File: config.mk
export PLATFORM = sky130hd
export DESIGN_NAME = sha256_block_assembler_flat
export DESIGN_NICKNAME = d
export VERILOG_FILES = /design/src/rtl/sha256_block_assembler_if.sv /design/src/rtl/sha256_block_assembler.sv /design/src/flat_wrapper.sv
export SDC_FILE = /design/constraint.sdc
export NUM_CORES = 1
export LEC_CHECK = 0
export ABC_AREA = 1
export BUFFER_PORTS_ARGS = -buffer_cell sky130_fd_sc_hd__buf_4
export CAP_MARGIN = 30
export CORE_MARGIN = 2
export CORE_UTILIZATION = 25
export DETAILED_ROUTE_END_ITERATION = 16
export GPL_ROUTABILITY_DRIVEN = 0
export SLEW_MARGIN = 25
export SYNTH_ARGS = -nofsm -noshare
export SYNTH_HDL_FRONTEND = slang
export SYNTH_SLANG_ARGS = --single-unit
export TNS_END_PERCENT = 100
File: constraint.sdc
create_clock -name i_clk -period 3.6 [get_ports i_clk]
set_clock_uncertainty 0.2 [all_clocks]
set_input_delay 0 -clock i_clk [delete_from_list [all_inputs] [get_ports i_clk]]
set_output_delay 0 -clock i_clk [all_outputs]
set_load 0.005 [all_outputs]
File: src/rtl/sha256_block_assembler_if.sv
// ---------------------------------------------------------------------------
// sha256_block_assembler_if
// Stream bundle around the SHA-256 block assembler.
//   in_*  : 64-bit read-data beats from the memory engine (valid/ready)
//   blk_* : 512-bit message blocks towards the hash core (valid/ready)
// Modports:
//   master : the assembler side (accepts beats, produces blocks)
//   slave  : the environment side (memory engine + hash core)
// ---------------------------------------------------------------------------
interface sha256_block_assembler_if;
    logic         in_valid;
    logic         in_ready;
    logic [63:0]  in_data;
    logic         blk_valid;
    logic         blk_ready;
    logic [511:0] blk_data;
    logic         blk_last;

    modport master (
        input  in_valid, in_data, blk_ready,
        output in_ready, blk_valid, blk_data, blk_last
    );

    modport slave (
        output in_valid, in_data, blk_ready,
        input  in_ready, blk_valid, blk_data, blk_last
    );
endinterface

File: src/rtl/sha256_block_assembler.sv
// ---------------------------------------------------------------------------
// sha256_block_assembler
// Packs 64-bit little-address-first read beats into 512-bit SHA-256 message
// blocks (big-endian byte order), then appends 0x80, zero fill and the 64-bit
// message bit-length. Blocks leave one at a time over a valid/ready port.
// Ports:
//   i_clk     clock
//   i_reset   synchronous reset, active-high
//   i_go      single-cycle start pulse (honoured only when idle)
//   i_length  message length in bytes, must be a multiple of 8
//   o_busy    high while a message is in progress
//   o_done    one-cycle pulse after the final block handshake
//   o_err     sticky misaligned-length flag, cleared by the next accepted go
//   bus       beat input / block output streams (master modport)
// ---------------------------------------------------------------------------
module sha256_block_assembler #(
    parameter int IN_WIDTH  = 64,
    parameter int BLK_WIDTH = 512
) (
    input  logic        i_clk,
    input  logic        i_reset,
    input  logic        i_go,
    input  logic [31:0] i_length,
    output logic        o_busy,
    output logic        o_done,
    output logic        o_err,
    sha256_block_assembler_if.master bus
);

    localparam int BEATS = BLK_WIDTH / IN_WIDTH;   // beat slots per block
    localparam int BYTES = IN_WIDTH / 8;           // bytes per beat

    typedef enum logic [2:0] {
        S_IDLE,
        S_MSG,
        S_PAD,
        S_ZERO,
        S_LEN,
        S_OUT
    } state_t;

    state_t                 r_state, w_state_next;
    state_t                 r_pend,  w_pend_next;   // where to resume after OUT
    logic [31:0]            r_len;                  // message length in bytes
    logic [28:0]            r_n;                    // message beats still to come
    logic [2:0]             r_p;                    // next beat slot in the block
    logic [BLK_WIDTH-1:0]   r_buf;
    logic                   r_last;
    logic                   r_err;
    logic                   r_done;

    logic                   w_go_ok;
    logic                   w_beat_acc;
    logic                   w_blk_hs;
    logic                   w_p_last;
    logic                   w_p_six;
    logic                   w_n_last;
    logic                   w_wr;
    logic [IN_WIDTH-1:0]    w_wr_data;
    logic [IN_WIDTH-1:0]    w_beat_be;

    assign w_go_ok    = i_go && (i_length[2:0] == 3'd0);
    assign w_beat_acc = (r_state == S_MSG) && bus.in_valid;
    assign w_blk_hs   = (r_state == S_OUT) && bus.blk_ready;
    assign w_p_last   = (r_p == 3'(BEATS - 1));
    assign w_p_six    = (r_p == 3'(BEATS - 2));
    assign w_n_last   = (r_n == 29'd1);

    // Byte 0 of the beat is the lowest address, so it lands in the most
    // significant byte of the slot (SHA-256 words are big-endian).
    always_comb begin
        w_beat_be = '0;
        for (int j = 0; j < BYTES; j++) begin
            w_beat_be[IN_WIDTH-1-8*j -: 8] = bus.in_data[8*j +: 8];
        end
    end

    // ---------------------------------------------------------------- FSM
    // NOTE: every signal driven here gets a default first so no path can
    // leave it unassigned and infer a latch.
    always_comb begin
        w_state_next = r_state;
        w_pend_next  = r_pend;
        w_wr         = 1'b0;
        w_wr_data    = '0;
        case (r_state)
            S_IDLE: begin
                if (w_go_ok) begin
                    w_state_next = (i_length == 32'd0) ? S_PAD : S_MSG;
                end
            end
            S_MSG: begin
                if (w_beat_acc) begin
                    w_wr      = 1'b1;
                    w_wr_data = w_beat_be;
                    if (w_p_last) begin
                        w_state_next = S_OUT;
                        w_pend_next  = w_n_last ? S_PAD : S_MSG;
                    end else if (w_n_last) begin
                        w_state_next = S_PAD;
                    end
                end
            end
            S_PAD: begin
                w_wr      = 1'b1;
                w_wr_data = {8'h80, {(IN_WIDTH-8){1'b0}}};
                if (w_p_last) begin
                    // No room for the length: flush and start a zero block.
                    w_state_next = S_OUT;
                    w_pend_next  = S_ZERO;
                end else if (w_p_six) begin
                    w_state_next = S_LEN;
                end else begin
                    w_state_next = S_ZERO;
                end
            end
            S_ZERO: begin
                w_wr      = 1'b1;
                w_wr_data = '0;
                if (w_p_six) begin
                    w_state_next = S_LEN;
                end
            end
            S_LEN: begin
                w_wr      = 1'b1;
                w_wr_data = {29'd0, r_len, 3'd0};
                w_state_next = S_OUT;
            end
            S_OUT: begin
                if (w_blk_hs) begin
                    w_state_next = r_last ? S_IDLE : r_pend;
                end
            end
            default: w_state_next = S_IDLE;
        endcase
    end

    // NOTE: sequential state uses non-blocking assignments so every flop
    // samples pre-edge values regardless of statement order.
    always_ff @(posedge i_clk) begin
        if (i_reset) begin
            r_state <= S_IDLE;
            r_pend  <= S_MSG;
        end else begin
            r_state <= w_state_next;
            r_pend  <= w_pend_next;
        end
    end

    // ----------------------------------------------------------- datapath
    // NOTE: the block buffer is reset because blk_data must read zero out of
    // reset and an aborted partial block must not leak into the next message.
    always_ff @(posedge i_clk) begin
        if (i_reset) begin
            r_buf  <= '0;
            r_p    <= '0;
            r_n    <= '0;
            r_len  <= '0;
            r_last <= 1'b0;
            r_err  <= 1'b0;
            r_done <= 1'b0;
        end else begin
            r_done <= 1'b0;
            case (r_state)
                S_IDLE: begin
                    if (i_go) begin
                        if (w_go_ok) begin
                            r_len <= i_length;
                            r_n   <= i_length[31:3];
                            r_p   <= '0;
                            r_err <= 1'b0;
                        end else begin
                            r_err <= 1'b1;
                        end
                    end
                end
                S_OUT: begin
                    if (w_blk_hs) begin
                        r_p   <= '0;
                        r_buf <= '0;
                        if (r_last) begin
                            r_done <= 1'b1;
                            r_last <= 1'b0;
                        end
                    end
                end
                default: begin
                    if (w_wr) begin
                        r_buf[(BEATS-1-int'(r_p))*IN_WIDTH +: IN_WIDTH] <= w_wr_data;
                        r_p <= r_p + 3'd1;
                        if (r_state == S_MSG) begin
                            r_n <= r_n - 29'd1;
                        end
                        if (r_state == S_LEN) begin
                            r_last <= 1'b1;
                        end
                    end
                end
            endcase
        end
    end

    // ------------------------------------------------------------ outputs
    assign bus.in_ready  = (r_state == S_MSG);
    assign bus.blk_valid = (r_state == S_OUT);
    assign bus.blk_data  = r_buf;
    assign bus.blk_last  = r_last;
    assign o_busy        = (r_state != S_IDLE);
    assign o_done        = r_done;
    assign o_err         = r_err;

endmodule

File: src/flat_wrapper.sv
// flat-port wrapper written by rule: the top's interface ports become plain ports
module sha256_block_assembler_flat 
#(
    parameter int IN_WIDTH  = 64,
    parameter int BLK_WIDTH = 512
)
  (i_clk, i_reset, i_go, i_length, o_busy, o_done, o_err, bus_in_valid, bus_in_data, bus_blk_ready, bus_in_ready, bus_blk_valid, bus_blk_data, bus_blk_last);
  sha256_block_assembler_if bus_i ();
  input  logic i_clk;
  input  logic i_reset;
  input  logic i_go;
  input  logic [31:0] i_length;
  output logic o_busy;
  output logic o_done;
  output logic o_err;
  input wire logic [$bits(bus_i.in_valid)-1:0] bus_in_valid;
  input wire logic [$bits(bus_i.in_data)-1:0] bus_in_data;
  input wire logic [$bits(bus_i.blk_ready)-1:0] bus_blk_ready;
  output wire logic [$bits(bus_i.in_ready)-1:0] bus_in_ready;
  output wire logic [$bits(bus_i.blk_valid)-1:0] bus_blk_valid;
  output wire logic [$bits(bus_i.blk_data)-1:0] bus_blk_data;
  output wire logic [$bits(bus_i.blk_last)-1:0] bus_blk_last;
  assign bus_i.in_valid = bus_in_valid;
  assign bus_i.in_data = bus_in_data;
  assign bus_i.blk_ready = bus_blk_ready;
  assign bus_in_ready = bus_i.in_ready;
  assign bus_blk_valid = bus_i.blk_valid;
  assign bus_blk_data = bus_i.blk_data;
  assign bus_blk_last = bus_i.blk_last;
  sha256_block_assembler #(.IN_WIDTH(IN_WIDTH), .BLK_WIDTH(BLK_WIDTH)) u_core (.i_clk(i_clk), .i_reset(i_reset), .i_go(i_go), .i_length(i_length), .o_busy(o_busy), .o_done(o_done), .o_err(o_err), .bus(bus_i));
endmodule
==> results.yml <==
outcome:
  outcome: "finished, final reports clean"
layout:
  syn2layout_area_growth_pct: 41.79
  nFillCells: 9940
  final_nets: 4132
  finish.utilization_pct: 35.71
  final_layout_size_suffix_gt1_share_pct: 20.80
  antenna_cells: 0
clock_tree:
  cts_buffer_depth: 3
  clockRootBuffer: "clkbuf_16"
  cts_tree: "done"
  clk_latency_ps: 640
  post_cts_buffers: 0
  cts.htree.levels: 3
  cts_buffers: 70
  clk_pin_slew_ps: 60
  clock_sinks: 584
die:
  rows: 112
  core_area_um2: 93050
  fp.dieH_um: 310.2
  io_pins: 619
  die_area_um2: 96210
  start_util_pct: 25.19
  die_x_um: 310.2
logic_synthesis:
  ys_ff_latch: 584
  yosys_warnings: 0
  async_flop_share_pct: 0
  syn_nets: 3437
  syn_area_per_cell_um2: 7.040
  synth.most_common_cell: "nand2_1"
  synth_top_flop_cell: "dfxtp_1"
  syn_inst: 3329
  syn-cell-area_um2: 23430
  synth.distinct_cells: 36
  synthTopCellsByArea: "dfxtp_1 (50%), nand2_1 (20%), a21oi_1 (12%)"
  synth_commonest_cells: "nand2_1 (1,244), dfxtp_1 (584), a21oi_1 (553), nor2_1 (252), inv_1 (192)"
  synth_top_area_share_pct: 49.89
  synth_edf_count: 0
  synth_largest_area_cell: "dfxtp_1"
  yosysSeqAreaShare_pct: 49.89
critical_path:
  critPathKind: "in -> reg"
  start_kind: "input pin"
  endpoint_kind: "flip-flop"
  critical-path-top-delay-family: "buffers and inverters"
  crit_fanout: 12
  crit_chain: "dlygate4sd3_1 -> buf_4 -> nor2_1 -> dlygate4sd3_1 -> nand3_1 -> dlygate4sd3_1 -> inv_1 -> nand2_1 -> buf_4 -> o21ai_0 -> dlygate4sd3_1 -> a21oi_1 -> dlygate4sd3_1"
  r2r_end: "u_core.r_len[9]"
  reg2reg_depth: 9
  cpPeakStageDelay_ps: 620
  cp_num_buf_inv: 8
  r2r_start: "u_core.r_state[0]"
  worstPathArrival_ps: 3900
  required_ps: 3910
  crit_slowest_cell: "dlygate4sd3_1"
  crit_top_cell: "dlygate4sd3_1"
  reg2reg_setup_slack_ps: 470
routing:
  drt-wirelength-per-cell_um: 21.04
  drt-total-wl_mm: 112.1
  drcViolationCount: 0
  drtIter0Drc: 2307
  ant_nets: 0
  vias_per_cell: 4.706
  dr.pass1.iters: 6
  via_count: 25070
global_routing:
  grt_max_degree: 141
  grt_pass1_vias: 24070
  grt_pass1_wl_mm: 159.3
  grt_overflow_total: 0
  grt.total_usage_pct: 22.40
  antenna_found_initial: 1
timing:
  hold_viol_final: 0
  fin_setup_tns_ps: 0
  fin_crit_ps: 3592
  max_slew_margin_pct: 32.09
  post-route-period-util_pct: 99.79
  drv_slew: 0
  tightest_slew_ps: 1019
  hold_ws_ps: 68.22
  rsz0062_at_grt: "no"
  max_freq_mhz: 278.4
  setup_viol: 0
flow_run:
  maxCapViolations: 0
power:
  finalPower_uw: 17970
  p_per_area_nw_per_um2: 540.7
  vdd_drop_max_v: 0.0002954
  p_leak_uw: 0.01331
min_path:
  hold_depth: 4
  holdPathEnd: "u_core.r_len[31]"
  worstHoldPathType: "in -> reg"
  hold_start: "i_length[31]"
placed_design:
  hpwl_mm: 77.72
  portBuffers: 618
## tightest hold or removal path: cells and delay by family
kind                   cells  cell delay, ps
buffers and inverters      3             750
AO/OA/AOI/OAI              1              80
## worst max-delay path by stage
stage / from / endpoint / slack, ps / cells past startpoint
floorplan: u_core.r_p[0] / u_core.bus.blk_data[63] / 1450 / 10
global placement: u_core.r_state[2] / u_core.bus.blk_data[238] / -120 / 9
detailed placement: u_core.r_state[0] / u_core.bus.blk_data[494] / 420 / 8
CTS: i_length[1] / u_core.r_len[17] / 300 / 13
global route: i_length[1] / u_core.r_len[9] / 9 / 13
finish: i_length[1] / u_core.r_len[9] / 8 / 13
## logic make-up (layout without fill, tap and decap cells)
family / after synthesis / after routing / synth area share, %
AOI/OAI and AO/OA: 671 / 671 / 14.83
DFF: 584 / 584 / 49.89
buffers and inverters: 414 / 1158 / 7.133
xor gates and xnor gates: 1 / 1 / 0.03738
and+or+nand+nor: 1652 / 1652 / 27.74
adders and majority gates: 7 / 7 / 0.3737
## where the power goes
part	switching [uW]	internal [uW]
Combinational	3020	1140
Sequential	122	6570
Clock	2970	4140
Total	6110	11900
## what timing repair did
item / 4_1_cts / 5_1_grt
endpoints found under the hold margin: 532 / 0
hold buffers: 128 / 0
resized for setup: 0 / 0
## through the flow
| stage | worst slack [ps] | cell area (um2) | std cells |
|---|---|---|---|
| after floorplan | 1452 | 23440 | 3329 |
| after global placement | -122.1 | 29670 | 5077 |
| after detailed placement | 417.6 | 29710 | 5078 |
| after CTS | 298.0 | 33230 | 5327 |
| after global routing | 9.267 | 33230 | 5327 |
| final | 7.709 | 33230 | 5327 |
## layout make-up
| class | count | area (um2) | share of cell area (%) |
|---|---|---|---|
| Clock buffer | 101 | 2032 | 6.115 |
| Inverter | 202 | 762.0 | 2.293 |
| Multi-Input combinational cell | 2331 | 10150 | 30.56 |
| Tap cell | 1254 | 1569 | 4.722 |
| Clock inverter | 20 | 203.9 | 0.6138 |
| Sequential cell | 584 | 11690 | 35.18 |
| Timing Repair Buffer | 835 | 6817 | 20.51 |
## registers in the layout, summed over array words and instances (netlist names)
register             count
u_core.r_len            32
u_core.r_pend            2
u_core.bus.blk_last      1
u_core.o_done            1
u_core.r_n              29
u_core.o_err             1
u_core.r_state           3
u_core.bus.blk_data    512
u_core.r_p               3
## metal layers
metal | up-vias | GRT usage [%] | share of wire (%) | routed length [um]
met4 | 0 | 11.05 | 5.1 | 5717
met5 | - | 0 | 0 | 0
met2 | 982 | 38.51 | 49 | 54580
met1 | 11840 | 25.54 | 39 | 43450
met3 | 251 | 6.110 | 7.4 | 8325
li1 | 12000 | - | - | -
## cell usage in the layout, fill, tap and decap left out, drive strengths merged
cell type	count
inv	203
o211ai	5
nand2	1254
o21bai	1
bufinv	3
clkbuf	101
clkinv	15
clkinvlp	1
a211oi	3
dfxtp	584
nand4	5
and2	1
nor4	2
o22ai	40
buf	707
a31oi	1
nor2	254
a21oi	553
nor3	73
o32ai	3
nand3	60
o21ai	62
or2	1
xor2	1
a22oi	2
o211a	1
ha	7
nand3b	2
dlygate4sd3	128
Note: power is estimated with default switching activity, not from simulation.
